`config.mk`:
```
export PLATFORM = sky130hd
export DESIGN_NAME = multicycle_main_control
export DESIGN_NICKNAME = d
export VERILOG_FILES = /design/src/rtl/multicycle_main_control.sv
export SDC_FILE = /design/constraint.sdc
export NUM_CORES = 1
export LEC_CHECK = 0
export CORE_MARGIN = 2
export CORE_UTILIZATION = 37
export DETAILED_ROUTE_END_ITERATION = 7
export PLACE_DENSITY = 0.8
export SYNTH_ARGS = -nofsm -noshare
export SYNTH_HDL_FRONTEND = slang
export SYNTH_SLANG_ARGS = --single-unit
```
`constraint.sdc`:
```
create_clock -name clk_i -period 1.8 [get_ports clk_i]
set_input_delay 0.36 -clock clk_i [delete_from_list [all_inputs] [get_ports clk_i]]
set_output_delay 0.36 -clock clk_i [all_outputs]
set_load 0.01 [all_outputs]
```
`src/rtl/multicycle_main_control.sv`:
```
// Main control FSM for the multi-cycle RISC-V core: sequences fetch/decode/execute/memory/writeback.
// Optional build macro ILLEGAL_TRAP_EN: unknown opcodes trap (sticky illegal_instr_o) instead of NOP.
module multicycle_main_control #(
  parameter int unsigned WAIT_LIMIT = 0,
  parameter int unsigned STATE_W    = 4
) (
  input  logic               clk_i,
  input  logic               reset_i,
  input  logic [6:0]         opcode_i,
  input  logic               mem_ready_i,
  input  logic               zero_i,
  output logic               pc_write_o,
  output logic               pc_write_cond_o,
  output logic               pc_src_o,
  output logic               i_or_d_o,
  output logic               mem_read_o,
  output logic               mem_write_o,
  output logic               ir_write_o,
  output logic               reg_write_o,
  output logic [1:0]         mem_to_reg_o,
  output logic [1:0]         alu_src_a_o,
  output logic [1:0]         alu_src_b_o,
  output logic [1:0]         alu_op_o,
  output logic               mem_timeout_o,
  output logic               illegal_instr_o,
  output logic [STATE_W-1:0] state_o
);

  typedef enum logic [3:0] {
    StFetch   = 4'd0,
    StDecode  = 4'd1,
    StMemAddr = 4'd2,
    StMemRd   = 4'd3,
    StMemWb   = 4'd4,
    StMemWr   = 4'd5,
    StExecR   = 4'd6,
    StExecI   = 4'd7,
    StAluWb   = 4'd8,
    StBranch  = 4'd9,
    StJal     = 4'd10,
    StTrap    = 4'd11
  } state_e;

  localparam logic [6:0] OpLoad   = 7'b0000011;
  localparam logic [6:0] OpStore  = 7'b0100011;
  localparam logic [6:0] OpRType  = 7'b0110011;
  localparam logic [6:0] OpIType  = 7'b0010011;
  localparam logic [6:0] OpBranch = 7'b1100011;
  localparam logic [6:0] OpJal    = 7'b1101111;

  state_e state_q, state_d;
  logic   timeout;
  logic   illegal_q;

  // The zero flag is consumed by the datapath PC enable, not by this FSM.
  logic unused_zero;
  assign unused_zero = zero_i;

  always_comb begin
    state_d = state_q;
    case (state_q)
      StFetch: begin
        if (mem_ready_i)  state_d = StDecode;
        else if (timeout) state_d = StFetch;
      end
      StDecode: begin
        case (opcode_i)
          OpLoad, OpStore: state_d = StMemAddr;
          OpRType:         state_d = StExecR;
          OpIType:         state_d = StExecI;
          OpBranch:        state_d = StBranch;
          OpJal:           state_d = StJal;
`ifdef ILLEGAL_TRAP_EN
          default:         state_d = StTrap;
`else
          default:         state_d = StFetch;
`endif
        endcase
      end
      StMemAddr: state_d = (opcode_i == OpStore) ? StMemWr : StMemRd;
      StMemRd: begin
        if (mem_ready_i)  state_d = StMemWb;
        else if (timeout) state_d = StFetch;
      end
      StMemWr: begin
        if (mem_ready_i || timeout) state_d = StFetch;
      end
      StExecR, StExecI: state_d = StAluWb;
      StMemWb, StAluWb, StBranch, StJal: state_d = StFetch;
`ifdef ILLEGAL_TRAP_EN
      StTrap: state_d = StTrap;
`endif
      default: state_d = StFetch;
    endcase
  end

  always_ff @(posedge clk_i) begin
    if (reset_i) begin
      state_q   <= StFetch;
      illegal_q <= 1'b0;
    end else begin
      state_q   <= state_d;
`ifdef ILLEGAL_TRAP_EN
      illegal_q <= illegal_q | (state_d == StTrap);
`else
      illegal_q <= 1'b0;
`endif
    end
  end

  // Wait counter only exists when a finite limit is configured.
  if (WAIT_LIMIT > 0) begin : g_wait
    localparam int unsigned CntW = $clog2(WAIT_LIMIT + 1);
    logic [CntW-1:0] cnt_q, cnt_d;
    logic            waiting;

    assign waiting = (state_q inside {StFetch, StMemRd, StMemWr}) && !mem_ready_i;
    assign timeout = waiting && (cnt_q == CntW'(WAIT_LIMIT - 1));

    always_comb begin
      cnt_d = cnt_q;
      if (timeout || (state_d != state_q)) cnt_d = '0;
      else if (waiting)                    cnt_d = cnt_q + CntW'(1);
    end

    always_ff @(posedge clk_i) begin
      if (reset_i) cnt_q <= '0;
      else         cnt_q <= cnt_d;
    end
  end else begin : g_no_wait
    assign timeout = 1'b0;
  end

  always_comb begin
    pc_write_o      = 1'b0;
    pc_write_cond_o = 1'b0;
    pc_src_o        = 1'b0;
    i_or_d_o        = 1'b0;
    mem_read_o      = 1'b0;
    mem_write_o     = 1'b0;
    ir_write_o      = 1'b0;
    reg_write_o     = 1'b0;
    mem_to_reg_o    = 2'b00;
    alu_src_a_o     = 2'b00;
    alu_src_b_o     = 2'b00;
    alu_op_o        = 2'b00;
    mem_timeout_o   = 1'b0;
    illegal_instr_o = 1'b0;
    if (!reset_i) begin
      mem_timeout_o   = timeout;
      illegal_instr_o = illegal_q;
      case (state_q)
        StFetch: begin
          mem_read_o  = 1'b1;
          alu_src_b_o = 2'b01;
          ir_write_o  = mem_ready_i;
          pc_write_o  = mem_ready_i;
        end
        StDecode: alu_src_b_o = 2'b10;
        StMemAddr: begin
          alu_src_a_o = 2'b01;
          alu_src_b_o = 2'b10;
        end
        StMemRd: begin
          mem_read_o = 1'b1;
          i_or_d_o   = 1'b1;
        end
        StMemWb: begin
          reg_write_o  = 1'b1;
          mem_to_reg_o = 2'b01;
        end
        StMemWr: begin
          mem_write_o = 1'b1;
          i_or_d_o    = 1'b1;
        end
        StExecR: begin
          alu_src_a_o = 2'b01;
          alu_op_o    = 2'b10;
        end
        StExecI: begin
          alu_src_a_o = 2'b01;
          alu_src_b_o = 2'b10;
          alu_op_o    = 2'b10;
        end
        StAluWb: reg_write_o = 1'b1;
        StBranch: begin
          alu_src_a_o     = 2'b01;
          alu_op_o        = 2'b01;
          pc_write_cond_o = 1'b1;
          pc_src_o        = 1'b1;
        end
        StJal: begin
          // PC already advanced in fetch, so the link value written here is PC+4.
          pc_write_o   = 1'b1;
          pc_src_o     = 1'b1;
          reg_write_o  = 1'b1;
          mem_to_reg_o = 2'b10;
        end
        default: ;
      endcase
    end
  end

  assign state_o = STATE_W'(state_q);

endmodule

```
# Word-level counts from Yosys, hierarchy flattened
# Cells that the tools add are included.
# word_totals
register_bits	4
out_inout_bits	22
wordCells	60
# op_classes
eq_ne	19
n_mux	30
n_reduce_logical	10
# ops
op	count
$pmux 4 s6	1
$pmux 4 s5	1
$mux 1	17
$eq 4x3->1 const B	4
$eq 7x6->1 const B	2
$eq 7x7->1 const B	2
$eq 4x4->1 const B	3
$mux 4	3
$pmux 2 s2	3
$reduce_or 2->1	5
$eq 4x2->1 const B	2
$eq 7x2->1 const B	1
$eq 7x5->1 const B	1
$mux 2	3
$ne 2x2->1 const B	3
$reduce_or 3->1	2
$eq 4x1->1 const B	1
$logic_not 4->1	1
$reduce_or 4->1	1
$mux 3	1
$reduce_and 3->1	1
$pmux 1 s2	1

# Depth between registers and ports, before layout
# Gate-level depths: netlist of run 1.
# logic_depth
word_depth	4
mapped_depth	5
mapped_depth_nobuf	4

# Worst setup path before layout of run 1
# No wires, ideal clock.
# synth_path
kind	reg-to-output
start	register state_q[1], in the netlist state_o[1]
end	output alu_src_b_o[1]
t_arrival_ns	1.321
required_time_ns	1.440
path_slack_ns	0.119
stages_incl_launch_ff	5
n_path_buf	1
cell_sequence	dfxtp_1 > buf_4 > xor2_2 > nor2_1 > a2111oi_2
# synth_via
elab_chain_len	4
word_cells_on_any_way	7
classes_between	eq/ne: 3; mux: 2; reduce/logical: 2
# synth_rtl
item	line_no	source
start, declared	51	state_e state_q, state_d;
start signal, assigned	99	state_q <= StFetch;
start signal, assigned	102	state_q <= state_d;
$eq 4x3->1, or another cell as far along	152	case (state_q)
$reduce_or 3->1 (no source line)	-	
$pmux 2 s2 *	152	
$mux 2 *	149	if (!reset_i) begin
end, declared	22	output logic [1:0] alu_src_b_o,
# Mark *: on every way between the ends. The rest lies on a longest branch, timed or not.

# Worst setup path after layout of run 1
# layout_path
start	register state_q[2], in the netlist state_o[2]
end	output i_or_d_o
# layout_via
elab_chain_len	4
word_cells_on_any_way	5
classes_between	eq/ne: 2; mux: 2; reduce/logical: 1
# layout_rtl
item	line_no	source
$eq 4x3->1 or $eq 4x2->1 (tied branches)	152	
$reduce_or 2->1 (no source line) *	-	
$mux 1 *	152	
$mux 1 *	149	
end, declared	15	output logic i_or_d_o,
# Marked as above.

==> flow_summary_export.csv, run 1 <==
group,metric,value,unit
place,place_ws,-457,ps
die,core_area,1490,µm²
min_path,hold_class,"input pin to flop",
min_path,holdPathStages,3,
die,fp.dieH,43.6,µm
drt,firstDrtPassIters,4,
power,leakagePower,0.504,nW
clock_network,cts.sinks,4,
grt,grt_pass1_vias,745,
power,power.total,0.535,mW
grt,use_met1,28.0,%
power,combPwrFrac,58.0,%
layout,post_route_cells_drive_above_1_share,36.9,%
sta,rsz0062_at_grt,"no",
drt,drtAntennaViolNets,0,
grt,overflow,0,
logic_synthesis,yosys_register_bits,4,
sta,fin_setup_tns,0,ps
setup_path,critPathMaxFanout,7,
die,die_w,43.6,µm
clock_network,clk_latency,230,ps
power,clkPwrFrac,20.7,%
grt,grt_max_degree,15,
setup_path,critical_path_required,1440,ps
sta,hold_slack,725,ps
die,floorplan.rows,14,
sta,drv_slew,0,
run_status,status,"completed",
logic_synthesis,synthArstFlopShare,0,%
drt,drt_iter0_markers,28,
power,irDropWorstVdd,0.297,mV
place,portBuffers,28,
power,power_density,513,nW/µm²
grt,antenna_found_initial,0,
sta,finalSetupViolations,0,
drt,drt-total-wl,2000,µm
sta,hold_viol_final,0,
layout,largest_reg_flops,4,
drt,detail_route.wl_per_cell,13.7,µm
sta,finalCritPeriodShare,97.6,%
sta,finalCriticalPeriod,1760,ps
place,globalplace.congestion,0.905,
drt,drc,0,
flow_run,cap_viol_max_count,0,
setup_path,cp.arrival,1400,ps
layout,insertedDiodeCount,0,
clock_network,cts_hold_buf,0,
grt,grt_pass1_wl,3250,µm
logic_synthesis,ys.flop_type,"dfxtp_1",
setup_path,path_class,"flop to output pin",
clock_network,clock_path_buffers,2,
clock_network,cts.reportedPaths.clkPinSlew,40,ps
drt,vias,814,
clock_network,cts_tree,"yes",
clock_network,cts-root-buf,"clkbuf_4",
layout,nets,143,
drt,viasPerCell,5.58,
setup_path,reg2reg_depth,6,
layout,utilization,70.0,%
grt,grt_usage,22.4,%
die,start_util,38.9,%
clock_network,cts_made_buffers,3,
logic_synthesis,synth_edf_count,0,
grt,busiest_layer,"met2",
die,dieArea,1900,µm²
sta,finClkSkew,2.34,ps
grt,met2_usage,36.5,%
layout,final.fill_count,123,
logic_synthesis,syn_area,579,µm²
setup_path,worstSetupEndpointType,"output pin",
power,p_seq_share,21.3,%
logic_synthesis,yosysSeqAreaShare,13.8,%
logic_synthesis,synth.avg_cell_area,6.98,µm²
sta,setup_ws,43.2,ps
setup_path,startpoint_type,"flop",
logic_synthesis,yosys_warnings,0,
place,dp_hpwl,1460,µm
power,p_switching,0.193,mW
grt,grt_util_met3,4.58,%
power,cellInternalPower,0.342,mW
sta,fmax,0.569,GHz
die,ios,33,
logic_synthesis,syn_inst,83,
clock_network,cts_max_level,1,
power,p_sw_share,36.0,%
logic_synthesis,yosysUniqueCellTypes,41,
layout,area_growth,79.9,%
[cell families after synthesis]
logic type / count (synthesis) / share of synthesized area (%)
AOI/OAI and AO/OA: 17 / 22.2
xor gates and xnor gates: 3 / 5.83
buffers and inverters: 13 / 13.4
DFF: 4 / 13.8
muxes: 1 / 1.73
other: 1 / 0.647
and+or+nand+nor: 44 / 42.3
[cell type report]
| class | instances | area [µm²] | area share (%) |
|---|---|---|---|
| sequential | 4 | 91.3 | 8.76 |
| timing repair buffer | 52 | 434 | 41.7 |
| clock buffer | 3 | 22.5 | 2.16 |
| tap | 16 | 20.0 | 1.92 |
| inverter | 3 | 11.3 | 1.08 |
| multi-input combinational | 68 | 463 | 44.4 |
[cells in the mapped netlist, types with 2 or more instances]
cell type  instances  share of area, %
nor3_1             3               2.6
a31oi_1            2               2.2
buf_2              2               1.7
and3_1             4               4.3
inv_1              3               1.9
o21ai_0            2               1.7
nand4_1            2               2.2
and2_1             2               2.2
nand2_1            6               3.9
a21oi_1            3               2.6
nor2b_1            5               5.4
buf_4              5               6.5
dfxtp_1            4                14
clkbuf_1           2               1.3
nor2_1            11               7.1
nand2b_1           2               2.2
[power groups by stage]
stage | Combinational [mW] | Sequential [mW] | Clock [mW]
detailed placement | 0.294 | 0.111 | 0
finish | 0.310 | 0.114 | 0.111
global placement | 0.287 | 0.110 | 0
CTS | 0.292 | 0.113 | 0.117
global route | 0.334 | 0.116 | 0.124
floorplan | 0.142 | 0.112 | 0
[cell usage in the layout (no fill, tap or decap), drive strengths merged, types with 2 or more instances in the layout]
master	synthesis	routed
nand2	6	6
a21oi	3	3
o21ai	3	3
dfxtp	4	4
inv	3	3
and2	2	2
nand4	2	2
xor2	2	2
conb	1	3
nor4	2	2
nor2b	5	5
a31oi	2	2
nand2b	2	2
buf	8	29
and3	4	4
clkbuf	2	4
clkdlybuf4s50	0	12
nor2	11	11
nor3	3	3
dlygate4sd2	0	9
[per-layer routing]
metal  vias to the layer above  routed length (µm)  share of wire, %
li1                        387                   -                 -
met1                       365                 827                41
met2                        50                 927                46
met3                        12                 175               8.7
met4                         0                  72               3.6
met5                         -                   0                 0
[metrics by stage]
step	cell area, µm²	std cells
6_report	1040	146
5_1_grt	1040	146
4_1_cts	1040	146
3_5_place_dp	986	141
3_3_place_gp	986	141
2_1_floorplan	587	85
[path summary, 6_finish.rpt]
kind | slack, ps | start | end
worst max-delay path | 40 | state_o[2] | i_or_d_o
worst min-delay path | 720 | reset_i | state_o[1]
worst max register to register | 180 | state_o[2] | state_o[1]
worst min register to register | 770 | state_o[1] | state_o[2]
[worst max-delay path, stage by stage, from the launching register on]
cell	delay, ps
dfxtp_4	370
buf_4	170
xor2_1	150
and3_1	190
dlygate4sd2_1	280
[repair_timing]
item | in CTS | in global routing
endpoints found under the setup margin | 16 | 8
setup buffers | 2 | 0
pin swaps | 3 | 5
resized for setup | 38 | 17
No activity file was read; power rests on OpenSTA's default activity.
==> run 2, diff against run 1 <==
HOLD_SLACK_MARGIN = 0.06   (was default)
==> results of run 2 <==
The final DEF is identical to that of run 1; final timing and power are the same.
==> run 3, diff against run 2 <==
CORE_UTILIZATION = 40   (was 37)
MAX_ROUTING_LAYER = met4   (was default)
PLACE_DENSITY = 0.86   (was 0.8)
clock period = 2.3 ns   (was 1.8 ns; I/O delays follow)
==> run 3 against run 2 <==
Effect of this change: via count decreased by 5.3%; power decreased by 28%; sequential power decreased by 18%; clock skew decreased by 2.2 ps; critical path type unchanged; largest power group unchanged; highest routed layer unchanged.
==> flow_summary_export.csv, run 3 (synthesis gave the netlist of run 1 again) <==
group,metric,value,unit
layout,final.fill_count,110,
drt,drt_iter0_markers,23,
sta,finalCritPeriodShare,96.9,%
setup_path,critical_path_required,1840,ps
setup_path,path_class,"flop to output pin",
layout,nets,132,
power,power.total,0.387,mW
sta,finalCriticalPeriod,2230,ps
die,die_w,42.1,µm
grt,grt_max_degree,15,
setup_path,slowest_stage,"clkdlybuf4s50_1",
layout,largest_reg_flops,4,
clock_network,clock_path_buffers,2,
drt,viasPerCell,5.75,
place,dp_hpwl,1450,µm
die,ios,33,
clock_network,cts_tree,"yes",
sta,fin_setup_tns,0,ps
layout,mostFrequentLayoutCells,"clkdlybuf4s50_1 (23), buf_4 (12), nor2_1 (8), nand2_1 (6), and3_1 (4)",
drt,drtAntennaViolNets,0,
setup_path,startpoint_type,"flop",
sta,rsz0062_at_grt,"yes",
layout,fin_area,986,µm²
setup_path,cp.arrival,1770,ps
power,leakagePower,0.435,nW
die,start_util,43.4,%
flow_run,cap_viol_max_count,0,
layout,register_area,90.1,µm²
power,combPwrFrac,54.0,%
power,power_density,392,nW/µm²
clock_network,cts.sinks,4,
power,p_seq_share,24.3,%
power,p_switching,0.140,mW
grt,grt_pass1_wl,3160,µm
sta,fmax,0.449,GHz
clock_network,cts_made_buffers,3,
setup_path,crit_chain,"buf_4, nor2_2, nand3_2, inv_2, or2_1, clkdlybuf4s50_1",
layout,multiInputGateArea,457,µm²
place,globalplace.congestion,0.838,
place,dpl-instance-area,917,µm²
place,portBuffers,28,
sta,hold_slack,646,ps
layout,post_route_cells_drive_above_1_share,26.9,%
sta,drv_slew,0,
grt,grt_pass1_vias,696,
die,fp.dieH,42.1,µm
die,core_area,1330,µm²
power,cellInternalPower,0.247,mW
setup_path,critPathMaxFanout,10,
grt,grt_usage,23.7,%
clock_network,cts_max_level,1,
setup_path,worstSetupEndpointType,"output pin",
run_status,status,"completed",
sta,finalSetupViolations,0,
grt,antenna_found_initial,0,
sta,finClkSkew,0.117,ps
grt,overflow,0,
sta,hold_viol_final,0,
drt,drt-total-wl,1960,µm
clock_network,clk_latency,230,ps
clock_network,cts-root-buf,"clkbuf_4",
min_path,hold_class,"flop to flop",
clock_network,cts_resized,12,
clock_network,cts_setup_buffers,0,
drt,firstDrtPassIters,4,
setup_path,worst_path_largest_cell_delay,520,ps
clock_network,cts_hold_buf,0,
drt,detail_route.wl_per_cell,14.6,µm
power,clkPwrFrac,21.7,%
power,irDropWorstVdd,0.287,mV
die,dieArea,1770,µm²
drt,vias,771,
layout,area_growth,70.2,%
layout,insertedDiodeCount,0,
die,floorplan.rows,13,
clock_network,cts.reportedPaths.clkPinSlew,40,ps
power,p_sw_share,36.1,%
layout,final_common_cell,"clkdlybuf4s50_1",
drt,drc,0,
[run 3: through the flow]
step,utilization [%],cells,setup slack (ps)
after floorplan,-,85,519
after global placement,68.8,131,-141
after detailed placement,68.8,131,-177
after CTS,72.0,134,21.9
after global routing,73.9,134,-45.6
final,73.9,134,71.0
[run 3: worst max-delay path, delay by kind of cell (launching register included)]
kind | cells | cell delay, ps
buffers and inverters | 3 | 770
and+or+nand+nor | 3 | 390
DFF | 1 | 370
[run 3: worst paths after layout]
kind | start | endpoint | slack, ps | depth (start not counted)
max | state_o[0] | pc_write_o | 70 | 6
min | state_o[0] | state_o[2] | 650 | 2
max reg2reg | state_o[2] | state_o[0] | 720 | 6
min reg2reg | state_o[0] | state_o[2] | 650 | 2
[run 3: power groups by stage]
| stage | clock (mW) | sequential (mW) | combinational [mW] |
|---|---|---|---|
| 2_1_floorplan | 0 | 0.0876 | 0.111 |
| 3_3_place_gp | 0 | 0.0912 | 0.193 |
| 3_5_place_dp | 0 | 0.0920 | 0.200 |
| 4_1_cts | 0.0896 | 0.0929 | 0.204 |
| 5_1_grt | 0.0931 | 0.0958 | 0.226 |
| 6_report | 0.0841 | 0.0940 | 0.209 |
[run 3: area by class of cell]
| class | instances | share of cell area, % |
|---|---|---|
| clock buffers | 3 | 2.28 |
| inverters | 3 | 1.14 |
| multi-input cells | 68 | 46.3 |
| flip-flops and latches | 4 | 9.14 |
| well taps | 15 | 1.90 |
| repair buffers | 41 | 39.2 |
[run 3: metal layers]
metal	part of all wire, %	track usage [%]
met3	7.1	2.16
met5	0	-
met4	0.97	7.50
met1	40	27.9
met2	51	42.2
==> variant 1 (flow settings as in run 1) <==
`STATE_W`: 4 -> 6.
--- a/src/rtl/multicycle_main_control.sv
+++ b/src/rtl/multicycle_main_control.sv
@@ -2,7 +2,7 @@
 // Optional build macro ILLEGAL_TRAP_EN: unknown opcodes trap (sticky illegal_instr_o) instead of NOP.
 module multicycle_main_control #(
   parameter int unsigned WAIT_LIMIT = 0,
-  parameter int unsigned STATE_W    = 4
+  parameter int unsigned STATE_W    = 6
 ) (
   input  logic               clk_i,
   input  logic               reset_i,
Ports: changed (resized state_o); port bits go from 33 to 35. No check against the original RTL was run, so the function may have changed too.
==> variant 1 against run 1 <==
- sequential cell count is the same
- final area grew 2.2%
- setup slack gained 0.017 ns
- largest cell class is now non-clock buffers
- largest power group unchanged
- count of clock-buffer cells in the layout is the same
- final cell count grew 4.8%
- register-to-register slack gained 0.11 ns
- routed wire length grew 0.35%
- power grew 0.99%
- critical path depth grew 1
- synthesized area grew 2.6%
==> variant 1: results <==
[run_status]
outcome = complete, no violations

[logic_synthesis]
post_synthesis_xor_xnor_area_fraction = 0.05684
yosys-mux-area-fraction = 0.01684
yosys-top-cells-count = 11 x nor2_1, 7 x buf_4, 6 x nand2_1
yosysSeqAreaShare = 0.1347
synth_top_cells_by_area = dfxtp_1 13%, buf_4 8.8%, nor2_1 6.9%, nor2b_1 5.3%, and3_1 4.2%
asyncSetResetFlopFracSynth = 0
synthesis.area_per_instance_um2 = 6.992
ys.flop_type = dfxtp_1
synth_compound_gate_area_share = 0.2168

[critical_path]
worstReg2RegStart = state_q[2]
ff2ff_setup_slack_ns = 0.29
worst_r2r_endpoint = state_q[1]
timing.critical_path.from = reset_i
slowest_delay_ns = 0.28
path_max_fanout = 8
crit_slowest_cell = dlygate4sd2_1
timing.critical_path.arrival_ns = 1.38

[routing]
vias = 811
wl_met3_um = 174
wl_met2_um = 956
met1Wirelength_um = 815
avgRoutedWirePerCell_um = 13.13
first_iter_violations = 10

[global_route]
grtUsageMet1 = 0.2356
grt.met3_usage = 0.04898
use_met2 = 0.3382
global_route_wire_length_before_repair_mm = 2.973
grt_max_degree = 13
grt_pass1_vias = 704
track_usage = 0.2095

[placement]
detailedPlace.worstSlack_ns = -0.4124
globalplace.congestion = 0.8700
place_hpwl_mm = 1.477

[power]
static_leakage_uw = 0.0005291
switchingPower_uw = 193.9

[final_layout]
drive_gt1_frac = 0.3796
n_multi_input_combinational_cell = 70
final_cell_count_no_fill = 153
fillerInstances = 121
signal_buffers = 57
multi_input_logic_area_um2 = 454.2
layout.nonclk_buf_frac = 0.4360
register_share_of_the_cell_area = 0.08696
layout-area-overhead-vs-synth_pct = 79.16
layout.clock.cell_area_share = 0.02115

[hold_path]
hold_path_startpoint = reset_i
whs_endpoint = state_q[1]

[sta]
min_period_ns = 1.740
==> variant 1: cell count changes in the layout (fill, tap and decap cells not counted), moves of 2 or more <==
| cell | before | now |
|---|---|---|
| buf_2 | 5 | 2 |
| buf_4 | 21 | 27 |
| clkbuf_2 | 1 | 4 |
| conb_1 | 3 | 5 |
==> variant 1: stage by stage <==
| stage | instance area (µm²) | hold slack [ns] | setup TNS [ns] | utilization | total power (µW) |
|---|---|---|---|---|---|
| after floorplan | 609.3 | 0.5346 | 0 | - | 259.0 |
| after global placement | 1031 | 0.7569 | -4.814 | 0.6844 | 417.0 |
| after detailed placement | 1031 | 0.7941 | -4.975 | 0.6844 | 424.4 |
| after CTS | 1056 | 0.7051 | 0 | 0.7010 | 541.1 |
| after global routing | 1065 | 0.7520 | -0.009401 | 0.7068 | 580.3 |
| final | 1065 | 0.7387 | 0 | 0.7068 | 540.0 |
==> variant 1: timing repair <==
item	CTS	global route
setup buffers	0	2
endpoints found under the setup margin	18	10
gates resized for setup	34	12
==> variant 2 (flow settings as in run 1) <==
Without the edit above. Reset style: asynchronous (`reset_i`), changed in 2 clocked blocks.
--- a/src/rtl/multicycle_main_control.sv
+++ b/src/rtl/multicycle_main_control.sv
@@ -94,7 +94,7 @@
     endcase
   end
 
-  always_ff @(posedge clk_i) begin
+  always_ff @(posedge clk_i or posedge reset_i) begin
     if (reset_i) begin
       state_q   <= StFetch;
       illegal_q <= 1'b0;
@@ -123,7 +123,7 @@
       else if (waiting)                    cnt_d = cnt_q + CntW'(1);
     end
 
-    always_ff @(posedge clk_i) begin
+    always_ff @(posedge clk_i or posedge reset_i) begin
       if (reset_i) cnt_q <= '0;
       else         cnt_q <= cnt_d;
     end
Behaviour: differs if reset_i is asserted again (counterexample within 4 cycles, from zero or initial values and one cycle with reset_i high); with reset_i held inactive, the same outputs for 10 cycles.
==> variant 2 against run 1 <==
- the flow now finishes with violations (setup timing)
- die area down 1.8%
- global-route usage shrank 3.8 points
- utilization decreased by 2.7 points
- routed wire length fell by 13%
- power decreased by 21%
- synthesized area down 1.9%
- clock skew rose by 0.0048 ns
- worst hold slack got worse by 0.46 ns
- setup slack worse by 0.076 ns
- combinational power shrank 32%
- sequential power fell by 11%
- final area down 5.0%
- critical path depth did not move
- sequential cell count stayed put
- critical endpoint is now ir_write_o
==> variant 2: results <==
[critical_path]
path_max_fanout = 4
timing.critical_path.arrival_ns = 1.47

[placement]
portBuffers = 28
place_hpwl_mm = 1.323
globalplace.congestion = 0.8380

[sta]
final.setup_skew_ns = 0.007170
setup-violations-final = 2
final_critical_path_setup_slack_ns = -0.03277

[global_route]
global_route_wire_length_before_repair_mm = 2.628
grt_pass1_vias = 624
track_usage = 0.1866
grt_max_degree = 11

[logic_synthesis]
synth_top_cells_by_area = dfrtp_1 18%, buf_4 6.6%, o211ai_1 5.3%, nand2_1 4.6%, and3b_1 4.6%
asyncSetResetFlopFracSynth = 1.000
ys.flop_type = dfrtp_1
yosys-top-cells-count = 7 x nand2_1, 6 x nor2_1, 5 x buf_4
synth_cell_types = 36
yosysSeqAreaShare = 0.1762

[final_layout]
fillerInstances = 140
final_cell_count_no_fill = 137
drive_gt1_frac = 0.3554
fin_nets = 134

[routing]
vias = 768
avgRoutedWirePerCell_um = 12.72
first_iter_violations = 15

[power]
maximum_ir_drop_on_the_vdd_rail_uv = 215.6
static_leakage_uw = 0.0005177
power.share.switching = 0.3420

[run_status]
failing_checks = setup timing
outcome = finished, violations left

[cts]
clk_pin_slew_worst_paths_ns = 0.04
variant 2: area by class of cell:
type,instances,share of cell area
flip-flops and latches,4,0.1024
clock buffers,3,0.02276
inverters,3,0.01138
well taps,16,0.02023
repair buffers,47,0.3831
multi-input cells,64,0.4602
variant 2: path summary, 6_finish.rpt:
kind	from	endpoint	slack, ns	cells past startpoint
min in group clk_i	state_o[3]	state_o[1]	0.70	3
min reg2reg	state_o[3]	state_o[1]	0.70	3
max	state_o[0]	ir_write_o	-0.03	4
max in group asynchronous	reset_i	state_o[2]	1.43	3
min	reset_i	state_o[0]	0.26	3
max reg2reg	state_o[0]	state_o[1]	0.15	5
variant 2: layer usage:
layer  track usage  vias up  routed length (µm)
li1              -      365                   -
met1        0.2455      356                 741
met2        0.3045       40                 851
met3       0.03830        7                 126
met4       0.05455        0                  22
met5             0        -                   0
variant 2: kinds of logic after synthesis:
logic type                Yosys count  share of synthesized area
and+or+nand+nor                    42                     0.4538
AOI/OAI and AO/OA                  15                     0.1696
buffers and inverters              12                     0.1300
muxes                               1                    0.01762
other                               1                   0.006602
xor gates and xnor gates            3                    0.04626
DFF                                 4                     0.1762
variant 2: critical path, cell delays in order, from the launching register on:
cell     delay [ns]
dfrtp_1        0.40
or3_4          0.44
nor3_4         0.13
and2_1         0.15
buf_2          0.13
variant 2: per-stage QoR:
stage / power (µW) / setup WS (ns) / utilization / TNS (ns) / hold slack [ns]
after floorplan: 200.3 / 0.1374 / - / 0 / 0.1314
after global placement: 299.5 / -0.5029 / 0.6446 / -4.951 / 0.6437
after detailed placement: 304.2 / -0.5668 / 0.6446 / -5.412 / 0.6556
after CTS: 412.0 / -0.1343 / 0.6641 / -0.3251 / 0.2604
after global routing: 453.7 / -0.08326 / 0.6726 / -0.2650 / 0.2890
final: 424.9 / -0.03277 / 0.6726 / -0.06046 / 0.2636
variant 2: repair_timing:
action	4_1_cts	5_1_grt
hold buffers	0	0
buffers inserted	1	0
resized for setup	49	16
pin swaps	0	4
endpoints found under the setup margin	17	11
variant 2: power by group through the flow:
stage / Combinational [µW] / Sequential (µW) / Clock [µW]
final: 211 / 102 / 112
after global routing: 227 / 102 / 124
after CTS: 199 / 102 / 112
after detailed placement: 203 / 102 / 0
after global placement: 198 / 102 / 0
after floorplan: 94.8 / 105 / 0
